**src/rtl/mips_pkg.sv**
```systemverilog
// Shared definitions for the fetch stage: instruction constants, default
// word-address width and the next-PC select encoding.
package mips_pkg;

  localparam int unsigned ADDR_W_DEF = 8;
  localparam logic [31:0] NOP_INSTR  = 32'h0000_0000;
  localparam logic [31:0] HALT_INSTR = 32'hFFFF_FFFF;

  // Source of the next PC value
  typedef enum logic [1:0] {
    PC_SEQ      = 2'd0,
    PC_HOLD     = 2'd1,
    PC_REDIRECT = 2'd2
  } pc_sel_e;

endpackage

```
**src/rtl/if_id_reg.sv**
```systemverilog
// IF/ID pipeline register. Control priority: flush > hold > load.
// Flush inserts a NOP bubble; hold and an idle cycle keep the contents.
module if_id_reg
  import mips_pkg::*;
#(
  parameter int unsigned ADDR_W = ADDR_W_DEF
) (
  input  logic              clk,
  input  logic              rst_n,
  input  logic              i_load,
  input  logic              i_flush,
  input  logic              i_hold,
  input  logic [31:0]       i_instr,
  input  logic [ADDR_W-1:0] i_pc_plus1,
  output logic [31:0]       o_instr,
  output logic [ADDR_W-1:0] o_pc_plus1,
  output logic              o_valid
);

  logic [31:0]       r_instr;
  logic [ADDR_W-1:0] r_pc_plus1;
  logic              r_valid;

  // Capture, squash or hold the fetched instruction
  always_ff @(posedge clk or negedge rst_n) begin
    if (!rst_n) begin
      r_instr    <= NOP_INSTR;
      r_pc_plus1 <= '0;
      r_valid    <= 1'b0;
    end else if (i_flush) begin
      r_instr <= NOP_INSTR;
      r_valid <= 1'b0;
    end else if (i_load && !i_hold) begin
      r_instr    <= i_instr;
      r_pc_plus1 <= i_pc_plus1;
      r_valid    <= 1'b1;
    end
  end

  assign o_instr    = r_instr;
  assign o_pc_plus1 = r_pc_plus1;
  assign o_valid    = r_valid;

endmodule

```
**src/rtl/fetch_stage.sv**
```systemverilog
// Instruction fetch stage: PC register, next-PC mux and the IF/ID register.
// Priority at each edge: branch_taken > stall > sequential fetch.
// Optional feature macro FETCH_HALT_EN: stop fetching on a 32'hFFFFFFFF word.
module fetch_stage
  import mips_pkg::*;
#(
  parameter int unsigned       ADDR_W   = ADDR_W_DEF,
  parameter logic [ADDR_W-1:0] RESET_PC = '0
) (
  input  logic              clk,
  input  logic              rst_n,
  output logic [ADDR_W-1:0] imem_addr,
  input  logic [31:0]       imem_data,
  input  logic              stall,
  input  logic              branch_taken,
  input  logic [ADDR_W-1:0] branch_target,
  output logic [31:0]       if_id_instr,
  output logic [ADDR_W-1:0] if_id_pc_plus1,
  output logic              if_id_valid,
  output logic              halted
);

  logic [ADDR_W-1:0] r_pc;
  logic [ADDR_W-1:0] w_pc_plus1;
  logic [ADDR_W-1:0] w_pc_next;
  pc_sel_e           w_pc_sel;
  logic              w_branch;
  logic              w_halt_hit;
  logic              w_halted;

`ifdef FETCH_HALT_EN
  logic r_halted;

  // Once halted, redirects are ignored and the PC stays frozen
  assign w_branch   = branch_taken && !r_halted;
  assign w_halt_hit = !r_halted && !w_branch && !stall && (imem_data == HALT_INSTR);
  assign w_halted   = r_halted;

  // Sticky halt flag, cleared only by reset
  always_ff @(posedge clk or negedge rst_n) begin
    if (!rst_n)          r_halted <= 1'b0;
    else if (w_halt_hit) r_halted <= 1'b1;
  end
`else
  assign w_branch   = branch_taken;
  assign w_halt_hit = 1'b0;
  assign w_halted   = 1'b0;
`endif

  assign w_pc_plus1 = r_pc + 1'b1;

  // Select the next PC source by priority
  always_comb begin
    w_pc_sel = PC_SEQ;
    if (w_branch)                             w_pc_sel = PC_REDIRECT;
    else if (stall || w_halted || w_halt_hit) w_pc_sel = PC_HOLD;
  end

  // Next-PC mux
  always_comb begin
    w_pc_next = r_pc;
    unique case (w_pc_sel)
      PC_SEQ:      w_pc_next = w_pc_plus1;
      PC_HOLD:     w_pc_next = r_pc;
      PC_REDIRECT: w_pc_next = branch_target;
      default:     w_pc_next = r_pc;
    endcase
  end

  // Program counter
  always_ff @(posedge clk or negedge rst_n) begin
    if (!rst_n) r_pc <= RESET_PC;
    else        r_pc <= w_pc_next;
  end

  assign imem_addr = r_pc;
  assign halted    = w_halted;

  if_id_reg #(
    .ADDR_W (ADDR_W)
  ) u_if_id (
    .clk        (clk),
    .rst_n      (rst_n),
    .i_load     (w_pc_sel == PC_SEQ),
    .i_flush    (w_branch || w_halt_hit || w_halted),
    .i_hold     (stall),
    .i_instr    (imem_data),
    .i_pc_plus1 (w_pc_plus1),
    .o_instr    (if_id_instr),
    .o_pc_plus1 (if_id_pc_plus1),
    .o_valid    (if_id_valid)
  );

endmodule

```
**config.mk**
```make
export PLATFORM = sky130hd
export DESIGN_NAME = fetch_stage
export DESIGN_NICKNAME = d
export VERILOG_FILES = /design/src/rtl/mips_pkg.sv /design/src/rtl/if_id_reg.sv /design/src/rtl/fetch_stage.sv
export SDC_FILE = /design/constraint.sdc
export NUM_CORES = 1
export LEC_CHECK = 0
export CORE_ASPECT_RATIO = 1.25
export CORE_MARGIN = 4
export CORE_UTILIZATION = 42
export DETAILED_ROUTE_END_ITERATION = 7
export GPL_TIMING_DRIVEN = 0
export PLACE_DENSITY_LB_ADDON = 0.25
export SETUP_SLACK_MARGIN = 0.1
export SLEW_MARGIN = 0
export SYNTH_ARGS = -nofsm -noshare
export SYNTH_HDL_FRONTEND = slang
export SYNTH_SLANG_ARGS = --single-unit
export TNS_END_PERCENT = 5
```
**constraint.sdc**
```tcl
create_clock -name clk -period 1.65 [get_ports clk]
set_input_delay 0.33 -clock clk [delete_from_list [all_inputs] [get_ports clk]]
set_output_delay 0.33 -clock clk [all_outputs]
set_load 0.01 [all_outputs]
```
==> summary.md <==
| Metric | Value |
|---|---|
| Sw frac | `26.3%` |
| Setup ws final | `around 0.055 ns` |
| CP Launch Type | `flop` |
| Fraction of layout cells with a size suffix above 1 | `11.4%` |
| Bufs and invs on worst path | `1` |
| Final #Nets | `between 300 and 400` |
| Worst-Skew Late Latency | `0.29 ns` |
| Status | `completed` |
| Levels on crit path | `1` |
| Cell taking the most area after synthesis | `dfrtp_1` |
| Starting Density | `between 40% and 50%` |
| DRT iter0 DRCs | `a little under 90` |
| Detailed Route WL | `~5200 µm` |
| Clk sink count | `slightly below 50` |
| Yosys top cell area share | `between 50 and 60%` |
| Worst path top cell family by delay | `buffers and inverters` |
| First-pass GRT wire length | `8370 µm` |
| Pre-CTS setup slack | `-0.176 ns` |
| Net Count, Synth | `236` |
| Cell Area, Placed | `between 0.003 and 0.004 mm²` |
| Gpl congestion | `around 0.76` |
| Filler instances | `about 390` |
| # diodes | `0` |
| PwrDens | `~840 mW/mm²` |
| Longest Clk Path Bufs | `2` |
| Vias in the first global route | `about 1,700` |
| Internal power | `approximately 2.0 mW` |
| Max H-tree Level | `2` |
| Arr. time, crit path | `1.27 ns` |
| RSZ-0062 raised after global routing | `true` |
| Die ar. | `between 0.006 and 0.007 mm²` |
| Die H | `just under 90 µm` |
| Buffers on Ports | `92` |
| Seq/Total Area, Yosys | `a little under three fifths` |
| Post-synthesis cell type count | `29` |
| Max Fclk | `around 0.63 GHz` |
| Area grow syn2layout | `54.7%` |
| Max Slew Vio Count | `0` |
| Worst path cell trace | `clkdlybuf4s50_1` |
| DIE WIDTH | `71.8 µm` |
| IO Count | `94` |
| P_sw | `0.730 mW` |
| Util after Layout | `approximately 68%` |
| Core footprint | `approximately 0.0048 mm²` |
| # DRC | `0` |
| Slowest Stage Delay on Critical Path | `0.55 ns` |
| Worst Hold Class | `flop to flop` |
| Max_cap viols | `0` |
| Antenna viol nets, final | `0` |
| Warnings, synthesis | `0` |
| Via count | `approximately 1,800` |
| R2r worst-path depth | `5` |
| Leak | `between 1.5 and 2 nW` |
| Synth top area cells | `dfrtp_1 57%, mux2i_1 15%, nor2_1 6.7%` |
| Vias per Instance | `slightly below 5` |
| Syn avg cell area | `approximately 11 µm²` |
| Crit Path Class | `flop to output port` |
| Critical path capture point type | `output port` |
| Clock Power Share | `roughly 25%` |
| Cell Area, Synth | `0.00214 mm²` |
| Root Buffer | `clkbuf_8` |
| Worst EP required | `approximately 1.3 ns` |
| Final Cell Area | `roughly 0.0033 mm²` |
| Setup Skew | `0.00270 ns` |
| Combinational share of power | `between 20 and 30%` |
| WL/cell | `14.6 µm` |
| CTS clk-pin slew, worst paths | `0.08 ns` |
| Total Routing Usage GR | `~17%` |
| Final HPWL DP | `between 3000 and 4000 µm` |
| Drt first pass iters | `4` |
| Critical-path maximum fanout | `6` |
| Cells on Worst Hold Path | `2` |
| CTS tree | `built` |
| # rows | `28` |
| Slowest cell on crit path | `clkdlybuf4s50_1` |
| Flop and latch count out of synthesis | `a little under 50` |
| Final setup violation count | `0` |
| Period utilization | `about 97%` |
| Cell count after synthesis | `191` |
| Grt total ovfl | `0` |
| Antenna violations before repair | `0` |
| Sequential share of power | `approximately half` |
| CTS Buf Count | `5` |
| Largest net degree at the start of global routing | `33` |
| Final setup TNS | `0 ns` |
| Peak supply drop | `roughly 0.47 mV` |
| Crit path time final | `1.60 ns` |
| Fin. Hold Viols | `0` |
-- Yosys cell counts --
| master | n |
|---|---|
| a31oi_1 | 2 |
| o21ai_0 | 2 |
| mux2_1 | 1 |
| or4_1 | 2 |
| nand2_1 | 12 |
| dfrtp_1 | 49 |
| conb_1 | 1 |
| xor2_1 | 5 |
| nand4b_1 | 1 |
| nand4b_2 | 1 |
| nand3_2 | 2 |
| buf_4 | 5 |
| or4_4 | 1 |
| mux2i_1 | 33 |
| or2_1 | 1 |
| nand3_1 | 4 |
| xnor2_1 | 2 |
| or3_1 | 2 |
| ha_1 | 1 |
| o211ai_1 | 4 |
| buf_2 | 4 |
| inv_1 | 2 |
| nand4_1 | 1 |
| o21ai_1 | 6 |
| clkbuf_1 | 2 |
| a21oi_1 | 4 |
| nor2_1 | 38 |
| nor2b_1 | 1 |
| buf_1 | 2 |
-- power by group through the flow --
stage | logic, mW | registers [mW] | clock network, mW
2_1_floorplan | 0.221 | 1.45 | 0
3_3_place_gp | 0.656 | 1.40 | 0
3_5_place_dp | 0.669 | 1.40 | 0
4_1_cts | 0.690 | 1.38 | 0.731
5_1_grt | 0.751 | 1.39 | 0.791
6_report | 0.695 | 1.37 | 0.704
-- sequential cells by signal, indices dropped and copies added, names as in the netlist --
name,flops
u_if_id.o_instr,32
imem_addr,8
u_if_id.o_valid,1
u_if_id.o_pc_plus1,8
-- cell usage in the layout, fill, tap and decap left out, types with 2 or more instances in the layout --
cell	count
clkbuf_8	6
or4_1	2
clkbuf_1	2
clkdlybuf4s50_1	89
o21ai_1	6
dlymetal6s2s_1	2
a31oi_1	2
xor2_1	5
nand3_2	2
a21oi_1	4
mux2i_1	33
o21ai_0	2
buf_4	11
o211ai_1	4
dfrtp_1	44
nand2_1	12
nor2_1	38
nand3_1	4
xnor2_1	2
or3_1	2
dfrtp_2	5
inv_1	2
buf_1	2
buf_2	5
-- layout make-up --
type	instances	area (µm²)	area share [%]
Tap cell	60	75.1	2.27
Timing Repair Buffer	100	996	30.1
Clock inverter	1	7.51	0.227
Multi-Input combinational cell	127	833	25.2
Sequential cell	49	1230	37.3
Clock buffer	6	82.6	2.50
Buffer	13	72.6	2.19
Inverter	2	7.51	0.227
-- cells by family (layout without fill, tap and decap cells) --
family	Yosys count	count (layout)	synth area share, %
compound gates	18	18	4.80
xor+xnor	7	7	2.87
buf+inv	15	122	3.75
other cells	1	1	0.175
simple gates	66	66	14.5
fa+ha+maj	1	1	0.585
flops	49	49	57.4
mux	34	34	16.0
-- layer usage --
layer  share of wire [%]  GRT usage (%)
met5                   0              0
met4                 1.1           4.62
met3                 8.1           5.63
met2                  49           28.0
met1                  42           21.7
-- worst paths after layout --
path,startpoint,endpoint,slack (ns)
hold / removal,u_if_id.o_pc_plus1[0]$_DFFE_PN0P_,u_if_id.o_pc_plus1[0]$_DFFE_PN0P_,0.49
max in group asynchronous,rst_n,imem_addr[5]$_DFFE_PN0P_,0.62
setup reg to reg,imem_addr[0]$_DFFE_PN0P_,imem_addr[6]$_DFFE_PN0P_,0.18
hold reg to reg,u_if_id.o_pc_plus1[0]$_DFFE_PN0P_,u_if_id.o_pc_plus1[0]$_DFFE_PN0P_,0.49
setup / recovery,imem_addr[5]$_DFFE_PN0P_,imem_addr[5],0.05
min in group asynchronous,rst_n,u_if_id.o_instr[25]$_DFFE_PN0P_,0.50
-- worst reg2reg max path, cell delays in order, from the launching register on --
cell      delay [ns]
dfrtp_2         0.39
buf_4           0.15
ha_2            0.22
nand4b_1        0.14
or4_1           0.41
nand3_1         0.09
-- what timing repair did --
action / CTS / global route
buffers inserted: 2 / 4
hold buffers: 1 / 0
hold endpoints to repair: 17 / 0
endpoints found under the setup margin: 13 / 67
gates resized for setup: 4 / 4
-- per-stage QoR --
stage / std cells / hold slack (ns) / power, mW
after global placement: 343 / 0.472 / 2.06
after floorplan: 191 / 0.0344 / 1.67
final: 358 / 0.492 / 2.77
after detailed placement: 344 / 0.289 / 2.07
after CTS: 354 / 0.496 / 2.80
after global routing: 358 / 0.523 / 2.93
No activity file was read; power rests on OpenSTA's default activity.
